<file path="src/rtl/button_debouncer.sv">
// Push-button debouncer: synchronizes a raw input, qualifies each new level
// for DEBOUNCE_CYCLES cycles and reports level plus edge pulses.
//
// Ports:
//   clk        - system clock, all state on rising edge
//   rst_n      - asynchronous active-low reset
//   in         - raw asynchronous button/switch level
//   level      - debounced registered level
//   rise_pulse - one-cycle pulse when level goes 0->1
//   fall_pulse - one-cycle pulse when level goes 1->0
//   busy       - high while a candidate transition is being qualified

module button_debouncer #(
    parameter int DEBOUNCE_CYCLES = 1000000,
    parameter int SYNC_STAGES     = 2
) (
    input  logic clk,
    input  logic rst_n,
    input  logic in,
    output logic level,
    output logic rise_pulse,
    output logic fall_pulse,
    output logic busy
);

    localparam int CNT_W = $clog2(DEBOUNCE_CYCLES);
    localparam logic [CNT_W-1:0] CNT_LAST = CNT_W'(DEBOUNCE_CYCLES - 1);
    localparam logic [CNT_W-1:0] CNT_ONE  = CNT_W'(1);

    typedef enum logic [1:0] {
        STABLE_LOW,
        PEND_HIGH,
        STABLE_HIGH,
        PEND_LOW
    } state_t;

    logic [SYNC_STAGES-1:0] sync_ff;
    logic                   sync;
    state_t                 state;
    logic [CNT_W-1:0]       cnt;

    // Only the last stage is used; earlier stages may be metastable.
    always_ff @(posedge clk or negedge rst_n) begin
        if (!rst_n) begin
            sync_ff <= '0;
        end else begin
            sync_ff <= {sync_ff[SYNC_STAGES-2:0], in};
        end
    end

    assign sync = sync_ff[SYNC_STAGES-1];

    // cnt holds the number of consecutive qualifying samples seen so far;
    // acceptance happens on the sample that would make it DEBOUNCE_CYCLES,
    // so it never exceeds DEBOUNCE_CYCLES-1.
    always_ff @(posedge clk or negedge rst_n) begin
        if (!rst_n) begin
            state      <= STABLE_LOW;
            cnt        <= '0;
            level      <= 1'b0;
            rise_pulse <= 1'b0;
            fall_pulse <= 1'b0;
            busy       <= 1'b0;
        end else begin
            rise_pulse <= 1'b0;
            fall_pulse <= 1'b0;
            unique case (state)
                STABLE_LOW: begin
                    if (sync) begin
                        state <= PEND_HIGH;
                        cnt   <= CNT_ONE;
                        busy  <= 1'b1;
                    end else begin
                        cnt   <= '0;
                        busy  <= 1'b0;
                    end
                end
                PEND_HIGH: begin
                    if (!sync) begin
                        state <= STABLE_LOW;
                        cnt   <= '0;
                        busy  <= 1'b0;
                    end else if (cnt == CNT_LAST) begin
                        state      <= STABLE_HIGH;
                        cnt        <= '0;
                        level      <= 1'b1;
                        rise_pulse <= 1'b1;
                        busy       <= 1'b0;
                    end else begin
                        cnt <= cnt + CNT_ONE;
                    end
                end
                STABLE_HIGH: begin
                    if (!sync) begin
                        state <= PEND_LOW;
                        cnt   <= CNT_ONE;
                        busy  <= 1'b1;
                    end else begin
                        cnt   <= '0;
                        busy  <= 1'b0;
                    end
                end
                PEND_LOW: begin
                    if (sync) begin
                        state <= STABLE_HIGH;
                        cnt   <= '0;
                        busy  <= 1'b0;
                    end else if (cnt == CNT_LAST) begin
                        state      <= STABLE_LOW;
                        cnt        <= '0;
                        level      <= 1'b0;
                        fall_pulse <= 1'b1;
                        busy       <= 1'b0;
                    end else begin
                        cnt <= cnt + CNT_ONE;
                    end
                end
            endcase
        end
    end

endmodule
</file>
<file path="config.mk">
export PLATFORM = sky130hd
export DESIGN_NAME = button_debouncer
export DESIGN_NICKNAME = d
export VERILOG_FILES = /design/src/rtl/button_debouncer.sv
export SDC_FILE = /design/constraint.sdc
export NUM_CORES = 1
export LEC_CHECK = 0
export ABC_CLOCK_PERIOD_IN_PS = 4070
export BUFFER_PORTS_ARGS = -buffer_cell sky130_fd_sc_hd__buf_2
export CAP_MARGIN = 40
export CORE_AREA = 2 2 62 64
export DETAILED_ROUTE_END_ITERATION = 7
export DIE_AREA = 0 0 64 66
export GPL_ROUTABILITY_DRIVEN = 0
export PLACE_DENSITY = 0.59
export SLEW_MARGIN = 30
export SYNTH_ARGS = -nofsm -noshare
export SYNTH_HDL_FRONTEND = slang
export SYNTH_SLANG_ARGS = --single-unit
</file>
<file path="constraint.sdc">
create_clock -name clk -period 4.07 [get_ports clk]
set_input_delay 0.2035 -clock clk [delete_from_list [all_inputs] [get_ports clk]]
set_output_delay 0.2035 -clock clk [all_outputs]
set_load 0.01 [all_outputs]
</file>
==> results.md <==
* Source-to-sink clock delay at the later pin of the worst-skew pair at 0.32 ns
* CTS Sinks at 28
* Run status: finished clean
* Fraction of registers with async set/reset at 100%
* Max FO, Critical Path at 19
* Placeable Area at 0.00355 sq mm
* Number of buffers added on ports at 6
* Hold Slack at 0.375 ns
* Count of unique library cells instantiated by Yosys at 34
* DRC Markers at 0
* Critical path capture point type: flop
* Sequential share of power at 65.5%
* Die width at 64 um
* Num CTS Buffers at 3
* Final routed wire length divided by cell count at 13.6 um
* Clock share of power at 30.4%
* Transition time at the pin with the least slew margin at 0.596 ns
* Max_cap viols at 0
* Post-synth EDFFs at 0
* Power density over the cells at 292 mW/mm^2
* Die Y-Extent at 66 um
* Avg Synthesized Cell Area at 10.4 sq um
* Vias after detailed routing at 1010
* Initial antenna violation count at 0
* Buffer cell driving the clock tree root: sky130_fd_sc_hd__clkbuf_4
* Clock Tree Buf Depth at 2
* Achievable Freq at 515 MHz
* Post-synth top flop: sky130_fd_sc_hd__dfrtp_1
* Vias in the first global route at 987
* Cell Int Power at 342 uW
* Layout overhead on the synthesized area at 10.1%
* Skew final at 0.00547 ns
* Via-to-Cell Ratio at 5.37
* CTS H-Tree Depth at 1
* Cells after synthesis at 130
* Tightest Hold Check Type: reg -> reg
* Final Core Density at 41.9%
* Aggregate global-route resource usage at 14.1%
* RSZ-0062 raised after global routing: no
* Full die area at 0.00422 sq mm
* Drt initial violations at 60
* Worst VDD drop at 0.000143 V
* Syn_nets at 134
* Combinational cell fraction of total power at 4.0%
* Switching Share at 21.2%
* Required time at the worst-slack endpoint at 4.27 ns
* Final wirelength at 2.56 mm
* Fraction of final layout cells with drive strength greater than 1 at 11.4%
* Static leakage at 0.000624 uW
* Post-DP HPWL at 1.82 mm
* Sequential share of the synthesized area at 51.9%
* Startpoint types: flop
* Cell area after technology mapping at 0.00135 sq mm
* Antenna cells at 0
* Setup-violating endpoint count in the final report at 0
* Post-synth top area share at 51.9%
* Filler instances at 357
* Share of the cycle needed by the critical path after routing at 47.7%
* I/O pin cnt at 7
* Count of nets left with antenna violations after detail routing at 0
* Starting Density at 38.0%
* Number of standard-cell rows in the floorplan at 22
* Layout Nets at 145
* Warning count from the yosys run at 0
* Number of detailed-routing iterations run before antenna repair at 4
* Endpoints failing hold at 0
* Cell types with the largest area share after synthesis: sky130_fd_sc_hd__dfrtp_1, sky130_fd_sc_hd__nor2_1, sky130_fd_sc_hd__xnor2_1
* Pin count of the biggest net entering global routing at 29
* Relative slew slack at 60.3%
* Net switching component of the power at 92.1 uW
* Flops & latches, synth at 28
* WS Path Type: reg -> reg
* Post-synthesis cell type with the largest combined area: sky130_fd_sc_hd__dfrtp_1
* Grt total ovfl at 0
* First-pass GRT wire length at 4.62 mm
* Time the final worst path needs with I/O delays and setup at 1.94 ns
* TritonCTS clock tree: yes
* Total negative slack for setup checks at 0 ns
* Data arrival time at the worst-slack endpoint at 2.14 ns
* Max-slew violation total from the final report at 0
* Post CTS Setup Buffer Count at 0
* Clock-pin transition on the worst setup and hold timing paths at 0.14 ns
==> registers in the layout (all words and copies together) (netlist names), named ones only <==
register    count
state           1
busy            1
sync_ff         2
cnt            20
rise_pulse      1
fall_pulse      1
level           1
==> synth_stat cells (2+ instances only) <==
| cell | number |
|---|---|
| sky130_fd_sc_hd__a21oi_1 | 5 |
| sky130_fd_sc_hd__nand4_1 | 4 |
| sky130_fd_sc_hd__nor4_1 | 4 |
| sky130_fd_sc_hd__inv_1 | 2 |
| sky130_fd_sc_hd__xnor2_1 | 7 |
| sky130_fd_sc_hd__nand3_1 | 11 |
| sky130_fd_sc_hd__and4_1 | 3 |
| sky130_fd_sc_hd__xor2_1 | 7 |
| sky130_fd_sc_hd__o21ai_0 | 2 |
| sky130_fd_sc_hd__and3_1 | 4 |
| sky130_fd_sc_hd__o31ai_1 | 2 |
| sky130_fd_sc_hd__buf_2 | 2 |
| sky130_fd_sc_hd__dfrtp_1 | 28 |
| sky130_fd_sc_hd__and2_1 | 3 |
| sky130_fd_sc_hd__nor2_1 | 17 |
| sky130_fd_sc_hd__nand4b_1 | 2 |
| sky130_fd_sc_hd__nand2_1 | 8 |
| sky130_fd_sc_hd__nor3_1 | 3 |
==> critical path, cell delays in order (launching register included) <==
cell                      delay (ns)
sky130_fd_sc_hd__dfrtp_1        0.41
sky130_fd_sc_hd__ha_1           0.24
sky130_fd_sc_hd__and4_1         0.28
sky130_fd_sc_hd__and4_1         0.27
sky130_fd_sc_hd__a21o_1         0.50
sky130_fd_sc_hd__nor2_1         0.12
==> logic make-up (layout without fill, tap and decap cells) <==
| kind of cell | count (synthesis) | after routing | share of synthesized area [%] |
|---|---|---|---|
| xor gates and xnor gates | 14 | 14 | 9.08 |
| muxes | 1 | 1 | 0.834 |
| AOI/OAI and AO/OA | 13 | 13 | 6.12 |
| and+or+nand+nor | 69 | 69 | 29.8 |
| adders and majority gates | 1 | 1 | 0.927 |
| buffers and inverters | 4 | 14 | 1.30 |
| DFF | 28 | 28 | 51.9 |
==> metal layers <==
layer / GRT usage (%) / vias to the layer above / part of all wire (%)
met5: 0 / - / 0
met4: 5.98 / 0 / 0.51
met3: 2.90 / 2 / 3.9
met2: 21.6 / 16 / 46
met1: 19.3 / 504 / 50
li1: - / 488 / -
==> placed cells by master (no fill, tap or decap), drive strengths merged, types with 2 or more instances in the layout <==
| cell type | count |
|---|---|
| a21oi | 5 |
| and2 | 3 |
| and3 | 4 |
| and4 | 4 |
| buf | 6 |
| clkbuf | 4 |
| dfrtp | 28 |
| dlygate4sd3 | 2 |
| inv | 2 |
| nand2 | 8 |
| nand3 | 11 |
| nand4 | 5 |
| nand4b | 2 |
| nor2 | 17 |
| nor3 | 3 |
| nor4 | 4 |
| o21ai | 2 |
| o31ai | 2 |
| or3 | 2 |
| or4 | 2 |
| xnor2 | 7 |
| xor2 | 7 |
==> what timing repair did <==
item / 4_1_cts / 5_1_grt
hold buffers: 2 / 0
hold endpoints to repair: 29 / 0
resized for setup: 0 / 0
==> power by group through the flow <==
stage,sequential [uW],clock (uW),combinational [uW]
after floorplan,290,0,8.20
final,285,132,17.5
after CTS,285,138,18.3
after global routing,285,152,20.5
after global placement,290,0,16.4
after detailed placement,290,0,16.8
==> cell type report <==
cell class,instances,area [sq um],share of cell area [%]
Timing Repair Buffer,8,50.0,3.37
Tap cell,48,60.1,4.04
Inverter,2,7.51,0.505
Sequential cell,28,701,47.1
Clock buffer,4,36.3,2.44
Multi-Input combinational cell,98,632,42.5
==> final timing paths <==
kind,start,end,slack [ns],depth (start not counted)
setup / recovery,cnt[0]$_DFF_PN0_,cnt[4]$_DFF_PN0_,2.13,5
min in group asynchronous,rst_n,cnt[18]$_DFF_PN0_,0.40,2
setup reg to reg,cnt[0]$_DFF_PN0_,cnt[4]$_DFF_PN0_,2.13,5
hold / removal,sync_ff[0]$_DFF_PN0_,sync_ff[1]$_DFF_PN0_,0.38,0
max in group asynchronous,rst_n,cnt[16]$_DFF_PN0_,3.28,2
hold reg to reg,sync_ff[0]$_DFF_PN0_,sync_ff[1]$_DFF_PN0_,0.38,0
==> stage by stage <==
step           cells  cell area [sq um]  setup slack (ns)  total power, uW
6_report         188               1490              2.13              434
3_3_place_gp     182               1430              2.24              306
3_5_place_dp     182               1430              2.15              307
2_1_floorplan    130               1350              2.36              298
5_1_grt          188               1490              1.97              457
4_1_cts          188               1490              2.11              441
Power figures use the tool's default switching activity.
